## src/rtl/ann_sched_pkg.sv

```systemverilog
// Shared definitions for the ANN layer scheduler: FSM state encoding, layer
// identifiers and default group counts.
package ann_sched_pkg;

  typedef enum logic [2:0] {
    ST_IDLE,
    ST_LOAD,
    ST_ISSUE,
    ST_WAIT,
    ST_ACK,
    ST_DONE,
    ST_ERR
  } state_e;

  localparam logic LAYER_HID = 1'b0;
  localparam logic LAYER_OUT = 1'b1;

  localparam int unsigned DEF_HID_GROUPS = 8;
  localparam int unsigned DEF_OUT_GROUPS = 2;

endpackage

```

## src/rtl/sched_watchdog.sv

```systemverilog
// WAIT-phase timeout counter: cleared while a group is issued, advanced each
// WAIT cycle, flags expiry on the TIMEOUT-th consecutive WAIT cycle.
module sched_watchdog #(
  parameter int unsigned TO_W    = 8,
  parameter int unsigned TIMEOUT = 255
) (
  input  logic clk_i,
  input  logic rst_i,
  input  logic clr_i,
  input  logic en_i,
  output logic expired_o
);

  // cnt_q holds the WAIT cycles already completed, so the current one is cnt_q+1
  localparam logic [TO_W-1:0] LAST = TO_W'(TIMEOUT - 1);

  logic [TO_W-1:0] cnt_q, cnt_d;

  always_comb begin
    cnt_d = cnt_q;
    if (clr_i) begin
      cnt_d = '0;
    end else if (en_i && (cnt_q != LAST)) begin
      cnt_d = cnt_q + TO_W'(1);
    end
  end

  always_ff @(posedge clk_i) begin
    if (rst_i) begin
      cnt_q <= '0;
    end else begin
      cnt_q <= cnt_d;
    end
  end

  assign expired_o = en_i && (cnt_q == LAST);

endmodule

```

## src/rtl/ann_layer_scheduler.sv

```systemverilog
// Time-shares one neuron PE over all hidden-layer then output-layer groups.
// Define ANN_SCHED_WATCHDOG_EN to add the WAIT timeout and the ERR state.
module ann_layer_scheduler
  import ann_sched_pkg::*;
#(
  parameter int unsigned HID_GROUPS = DEF_HID_GROUPS,
  parameter int unsigned OUT_GROUPS = DEF_OUT_GROUPS,
  parameter int unsigned GROUP_W    = 4,
  parameter int unsigned TIMEOUT    = 255,
  parameter int unsigned TO_W       = 8
) (
  input  logic               clk,
  input  logic               rst,
  input  logic               start,
  output logic               load_data,
  output logic               pe_start,
  output logic               pe_layer,
  output logic [GROUP_W-1:0] pe_group,
  input  logic               pe_ready,
  output logic               received,
  output logic               wr_en,
  output logic               busy,
  output logic               done,
  output logic               err
);

  if (HID_GROUPS < 1 || OUT_GROUPS < 1 ||
      HID_GROUPS > (1 << GROUP_W) || OUT_GROUPS > (1 << GROUP_W)) begin : g_bad_groups
    $error("ann_layer_scheduler: group counts do not fit GROUP_W");
  end
  if (TO_W < 1 || TIMEOUT < 1 || TIMEOUT > (1 << TO_W)) begin : g_bad_timeout
    $error("ann_layer_scheduler: TIMEOUT does not fit TO_W");
  end

  localparam logic [GROUP_W-1:0] HID_LAST = GROUP_W'(HID_GROUPS - 1);
  localparam logic [GROUP_W-1:0] OUT_LAST = GROUP_W'(OUT_GROUPS - 1);

  state_e             state_q, state_d;
  logic               layer_q, layer_d;
  logic [GROUP_W-1:0] group_q, group_d;
  logic [GROUP_W-1:0] group_last;
  logic               wd_expired;

`ifdef ANN_SCHED_WATCHDOG_EN
  sched_watchdog #(
    .TO_W    (TO_W),
    .TIMEOUT (TIMEOUT)
  ) u_watchdog (
    .clk_i     (clk),
    .rst_i     (rst),
    .clr_i     (state_q == ST_ISSUE),
    .en_i      (state_q == ST_WAIT),
    .expired_o (wd_expired)
  );
`else
  assign wd_expired = 1'b0;
`endif

  always_ff @(posedge clk) begin
    if (rst) begin
      state_q <= ST_IDLE;
      layer_q <= LAYER_HID;
      group_q <= '0;
    end else begin
      state_q <= state_d;
      layer_q <= layer_d;
      group_q <= group_d;
    end
  end

  assign group_last = (layer_q == LAYER_OUT) ? OUT_LAST : HID_LAST;

  always_comb begin
    state_d = state_q;
    layer_d = layer_q;
    group_d = group_q;
    unique case (state_q)
      ST_IDLE: begin
        if (start) state_d = ST_LOAD;
      end
      ST_LOAD: begin
        layer_d = LAYER_HID;
        group_d = '0;
        state_d = ST_ISSUE;
      end
      ST_ISSUE: state_d = ST_WAIT;
      ST_WAIT: begin
        // A ready PE takes priority over a timeout in the same cycle
        if (pe_ready)        state_d = ST_ACK;
        else if (wd_expired) state_d = ST_ERR;
      end
      ST_ACK: begin
        if (group_q != group_last) begin
          group_d = group_q + GROUP_W'(1);
          state_d = ST_ISSUE;
        end else if (layer_q == LAYER_HID) begin
          layer_d = LAYER_OUT;
          group_d = '0;
          state_d = ST_ISSUE;
        end else begin
          state_d = ST_DONE;
        end
      end
      ST_DONE: state_d = ST_IDLE;
      ST_ERR: begin
        if (start) state_d = ST_LOAD;
      end
      default: state_d = ST_IDLE;
    endcase
  end

  always_comb begin
    load_data = 1'b0;
    pe_start  = 1'b0;
    received  = 1'b0;
    wr_en     = 1'b0;
    busy      = 1'b0;
    done      = 1'b0;
    unique case (state_q)
      ST_LOAD: begin
        load_data = 1'b1;
        busy      = 1'b1;
      end
      ST_ISSUE: begin
        pe_start = 1'b1;
        busy     = 1'b1;
      end
      ST_WAIT: busy = 1'b1;
      ST_ACK: begin
        received = 1'b1;
        wr_en    = 1'b1;
        busy     = 1'b1;
      end
      ST_DONE: begin
        done = 1'b1;
        busy = 1'b1;
      end
      default: ;
    endcase
  end

`ifdef ANN_SCHED_WATCHDOG_EN
  assign err = (state_q == ST_ERR);
`else
  assign err = 1'b0;
`endif

  assign pe_layer = layer_q;
  assign pe_group = group_q;

endmodule
```

## config.mk

```make
export PLATFORM = sky130hd
export DESIGN_NAME = ann_layer_scheduler
export DESIGN_NICKNAME = d
export VERILOG_FILES = /design/src/rtl/ann_sched_pkg.sv /design/src/rtl/sched_watchdog.sv /design/src/rtl/ann_layer_scheduler.sv
export SDC_FILE = /design/constraint.sdc
export NUM_CORES = 1
export LEC_CHECK = 0
export CAP_MARGIN = 20
export CORE_MARGIN = 5
export CORE_UTILIZATION = 40
export CTS_CLUSTER_DIAMETER = 30
export CTS_CLUSTER_SIZE = 16
export DETAILED_ROUTE_END_ITERATION = 8
export PLACE_DENSITY = 0.77
export SLEW_MARGIN = 10
export SYNTH_ARGS = -nofsm -noshare
export SYNTH_HDL_FRONTEND = slang
export SYNTH_SLANG_ARGS = --single-unit
```

## constraint.sdc

```tcl
create_clock -name clk -period 1.3 [get_ports clk]
set_input_delay 0.26 -clock clk [delete_from_list [all_inputs] [get_ports clk]]
set_output_delay 0.26 -clock clk [all_outputs]
set_load 0.005 [all_outputs]
```

## Word level (Yosys, flattened, before mapping)

Cells that the tools add are included.

| cells by class | value |
|---|---|
| add/sub/neg operators | 1 |
| equal/unequal tests | 11 |
| mux-type cells | 16 |
| reduce and logical (&&, ||, !) cells | 7 |

Operators with widths:

| cell | number |
|---|---|
| 2-to-1 mux 3 bit | 5 |
| one-hot mux 3 bit (5 select lines) | 1 |
| == test 3 bit, second input constant | 3 |
| 2-to-1 mux 4 bit | 2 |
| one-hot mux 4 bit (2 select lines) | 1 |
| == test 3 x 2 -> 1 bit, second input constant | 2 |
| 2-to-1 mux 1 bit | 6 |
| AND reduction 2 bit | 3 |
| OR reduction 5 bit | 1 |
| adder 4 x 1 -> 4 bit, second input constant | 1 |
| != test 2 bit, second input constant | 2 |
| != test 4 x 3 -> 1 bit | 1 |
| == test 3 x 1 -> 1 bit, second input constant | 1 |
| zero test 3 bit | 1 |
| != test 3 bit, second input constant | 1 |
| != test 2 x 1 -> 1 bit, second input constant | 1 |
| one-hot mux 1 bit (2 select lines) | 1 |
| nonzero test 2 bit | 1 |
| OR reduction 2 bit | 1 |

| word-level totals | value |
|---|---|
| bits in registers | 8 |
| input port bits | 4 |
| output and inout port bits | 12 |

## Longest topological paths before layout

| logic depth | value |
|---|---|
| word-level depth | 4 |
| depth in mapped cells | 5 |
| gate-level depth less buffers | 5 |

## Worst setup path after synthesis

Ideal clock, no wire load.

| timing | value |
|---|---|
| path type | register to register |
| start | register group_q[0] (netlist: pe_group[0]) |
| end | register group_q[2] (netlist: pe_group[2]) |
| arrival | 1.156 ns |
| slack | 0.070 ns |
| stages on the path, launching flop included | 5 |
| buffers on the path | 0 |
| clock period less this slack | 1.230 ns |
| cells stage by stage | dfxtp_1 nand3b_1 o311ai_2 nand2_1 a31oi_1 |

| between the ends | value |
|---|---|
| cells in the longest elaborated chain, start to end | 3 |
| elaborated cells on any way between the ends | 6 |
| those cells by class | 1 x add/sub; 2 x eq/ne; 2 x mux; 1 x reduce/logical |

Ends and longest elaborated chain:

| element | RTL line | RTL |
|---|---|---|
| start, declared | ann_layer_scheduler.sv:40 | `logic [GROUP_W-1:0] group_q, group_d;` |
| start signal, assigned | ann_layer_scheduler.sv:67 | `group_q <= group_d;` |
| adder 4 x 1 -> 4 bit or != test 4 x 3 -> 1 bit (tied branches) | ann_layer_scheduler.sv:94, ann_layer_scheduler.sv:93 |  |
| 2-to-1 mux 4 bit or != test 3 bit (tied branches) | n/a |  |
| one-hot mux 4 bit (2 select lines) or AND reduction 2 bit (tied branches) | n/a |  |

Several ways; a longest one is shown, not always the timed one.
A chain may end at the register's enable or synchronous reset.

## Worst setup path in the final report

| timing | value |
|---|---|
| start | register state_q[0] |
| end | output port received |

| between the ends | value |
|---|---|
| cells in the longest elaborated chain, start to end | 2 |

Ends and longest elaborated chain:

| element | RTL line | RTL |
|---|---|---|
| start, declared | ann_layer_scheduler.sv:38 | `state_e state_q, state_d;` |
| start signal, assigned | ann_layer_scheduler.sv:65 | `state_q <= state_d;` |
| == test 3 bit | ann_layer_scheduler.sv:119 | `unique case (state_q)` |
| 2-to-1 mux 1 bit | ann_layer_scheduler.sv:119 |  |
| end, declared | ann_layer_scheduler.sv:20 | `output logic received,` |

No other way between the ends.

==> summary.txt <==
Clocking
  – Buffer cell driving the clock tree root: clkbuf_4
  – TritonCTS clock tree: done
  – Depth of the CTS H-tree: 1
  – Worst-skew pair later-pin latency: 0.27 ns
  – Total CTS buffers: 3
  – CTS sink count: 8
  – Maximum count of clock buffers along a single path: 2
  – Clock transition at the registers of the reported paths: 0.06 ns

Drt
  – Antenna-violating nets left: 0
  – Amount of wire on met3 after detailed routing: 123 microns
  – Vias per inst: 5.553
  – Total via count after detailed routing: 683
  – Initial DRC count: 17
  – Met2 Wirelength: 1.166 mm
  – Uppermost layer routed: met4
  – Number of remaining DRC errors: 0
  – Detailed-routing wirelength on met1: 810 microns
  – Detailed-route wire length: 2.184 mm
  – Router iterations before antenna repair: 4
  – Routed WL per cell: 17.76 microns

Cells and area
  – Layout cells sized above 1: 0.6389
  – Most frequent cells in the layout: 23 x buf_4, 8 x nor2_1, 8 x buf_6
  – Area of the multi-input gates: 464.2 sq um
  – Final core utilization: 0.8432
  – Total of fill cells in the finished design: 73
  – Most common cell after layout, fill and taps aside: buf_4
  – Net count of the finished layout: 115
  – Growth of design area from synthesis to finish: 100.0%
  – Number of diodes added for antenna fixing: 0
  – Reg area: 170.2 sq um

Logic synthesis
  – Net count after synthesis: 71
  – Dominant synthesized flop cell: dfxtp_1
  – Register bit count reported by yosys: 8
  – Number of flops mapped to enable cells by yosys: 0
  – Gate count of the mapped netlist: 66
  – Total standard cell area after synthesis: 541.8 sq um
  – Total of warnings raised by yosys: 0
  – Post-synth cell types: 34
  – Portion of the post-synthesis area used by sequential elements: 0.2956
  – Synthesized area per cell: 8.209 sq um
  – Async set-or-reset flop fraction in the synthesized netlist: 0

Power and ir drop
  – Static leakage: 0.4804 nW
  – Overall power: 0.7653 mW
  – Power density relative to cell area: 706.3 nW/um^2
  – VDD IR max: 0.5529 mV

Timing
  – Least setup slack across all paths after layout: -0.1241 ns
  – Clock period minus worst slack: 1.424 ns
  – Unrepaired setup endpoints after global routing: true
  – Max Clock Freq: 702.2 MHz
  – Final number of setup-violating endpoints: 13
  – Number of max-slew violations in the final report: 0
  – Post-route clock skew: 0.01004 ns
  – Final Cycle Share: 1.095
  – Final Hold Vio Count: 0

Critical path
  – Worst path max stage delay: 0.41 ns
  – Endpoint of the worst-slack reg-to-reg timing path: state_q[1]
  – Worst setup path class: reg2out
  – Depth of the worst register-to-register path: 6
  – Setup slack on the worst flop-to-flop path: -0.09 ns
  – Critical path capture point type: primary output
  – Critical Path Fanout Max: 3
  – Critical path data arrival time: 1.16 ns
  – Kind of launch point of the worst setup path: register
  – Cells traversed along the worst timing path: or3b_4 -> clkinv_4 -> buf_6
  – Slowest library cell on the worst path: or3b_4
  – R2R Path Start: state_q[0]
  – Data required time at the worst endpoint: 1.04 ns

Die
  – Top-level I/O count: 16
  – Core Footprint: 1285 sq um
  – Effective utilization at floorplan: 0.4216
  – X dimension of the die: 46.80 microns
  – Die Y: 46.80 microns
  – Die area: 2190 sq um
  – Row Count: 13

Flow run
  – Max-cap viol count: 0

Hold path
  – Hold Path Origin: pe_group[2]
  – Hold Path Stages: 2
  – Class of the most critical hold timing path: reg2reg
  – Worst min-delay path endpoint: pe_group[2]

GRT
  – Via count of the first global-routing pass: 681
  – Aggregate global routing overflow: 0
  – Wire length of the first global-routing pass: 3.084 mm
  – Largest net degree at the start of global routing: 9
  – Initial antenna violation count: 0
  – Total Routing Usage GR: 0.2129

Place
  – Detailed placer's ending HPWL: 1.158 mm
  – Count of input and output buffers: 14
  – Routability congestion estimate from global placement: 0.8295
  – Pre-CTS setup slack: -0.2290 ns

Run status
  – Outcome: finished, violations left
  – Violated checks: negative setup slack
layout make-up:
cell class,count,area share
timing repair buffer,45,0.3626
tap,15,0.01732
inverter,2,0.01386
sequential,8,0.1570
multi-input combinational,50,0.4284
clock buffer,3,0.02079
critical path, delay by kind of cell (launching register included):
kind                   cells  cell delay (ns)
flip-flops                 1             0.32
buffers and inverters      2             0.16
AND/OR/NAND/NOR            1             0.41
worst max-delay path by stage:
stage	from	end	cells after the start
global placement	state_q[0]	received	3
CTS	state_q[1]	received	3
detailed placement	state_q[0]	received	3
finish	state_q[0]	received	3
global route	state_q[0]	wr_en	3
floorplan	pe_group[0]	pe_group[2]	4
power by group:
part           switching (mW)  internal, mW  leakage (nW)
sequential            0.00808         0.255        0.0679
combinational           0.143         0.161         0.399
clock                  0.0922         0.106        0.0138
total                   0.244         0.522         0.480
synthesized netlist by cell type, types with 2 or more instances:
cell	number	share of area
nand3_1	2	0.018
nand4b_1	2	0.032
nor3_1	3	0.028
nor2_1	9	0.062
a21oi_1	4	0.037
nand2b_1	2	0.023
buf_2	3	0.028
nor2b_1	3	0.035
dfxtp_1	8	0.30
o21ai_0	3	0.028
nand3b_1	2	0.028
buf_4	2	0.028
a31oi_1	2	0.023
routing by layer:
layer	track usage	vias up
met4	0.1326	0
met1	0.2181	328
met2	0.3604	26
li1	-	319
met3	0.08429	10
met5	0	-
registers in the layout, summed over array words and instances, names as in the netlist:
register,cells
state_q,3
pe_group,4
pe_layer,1
what timing repair did:
item,CTS,global route
setup endpoints to repair,16,14
hold endpoints to repair,0,0
buffers inserted,7,4
hold buffers,0,0
pin swaps,10,7
gates resized for setup,58,19
stage by stage:
stage               instances  hold WS (ns)  TNS (ns)  instance area, sq um
floorplan                  66        0.3935         0                 541.8
global placement          110        0.5590    -1.028                 824.5
detailed placement        110        0.5701    -1.166                 824.5
CTS                       119        0.5280   -0.5395                 964.7
global route              123        0.5462    -1.316                  1084
finish                    123        0.5265   -0.7064                  1084
logic make-up after synthesis:
kind of cell	share of synthesized area
AND/OR/NAND/NOR	0.3118
AO/OA/AOI/OAI	0.2610
buffers and inverters	0.08542
flip-flops	0.2956
XOR/XNOR	0.01617
adder cells (fa/ha/maj)	0.02309
other	0.006922
Note: power is estimated with default switching activity, not from simulation.
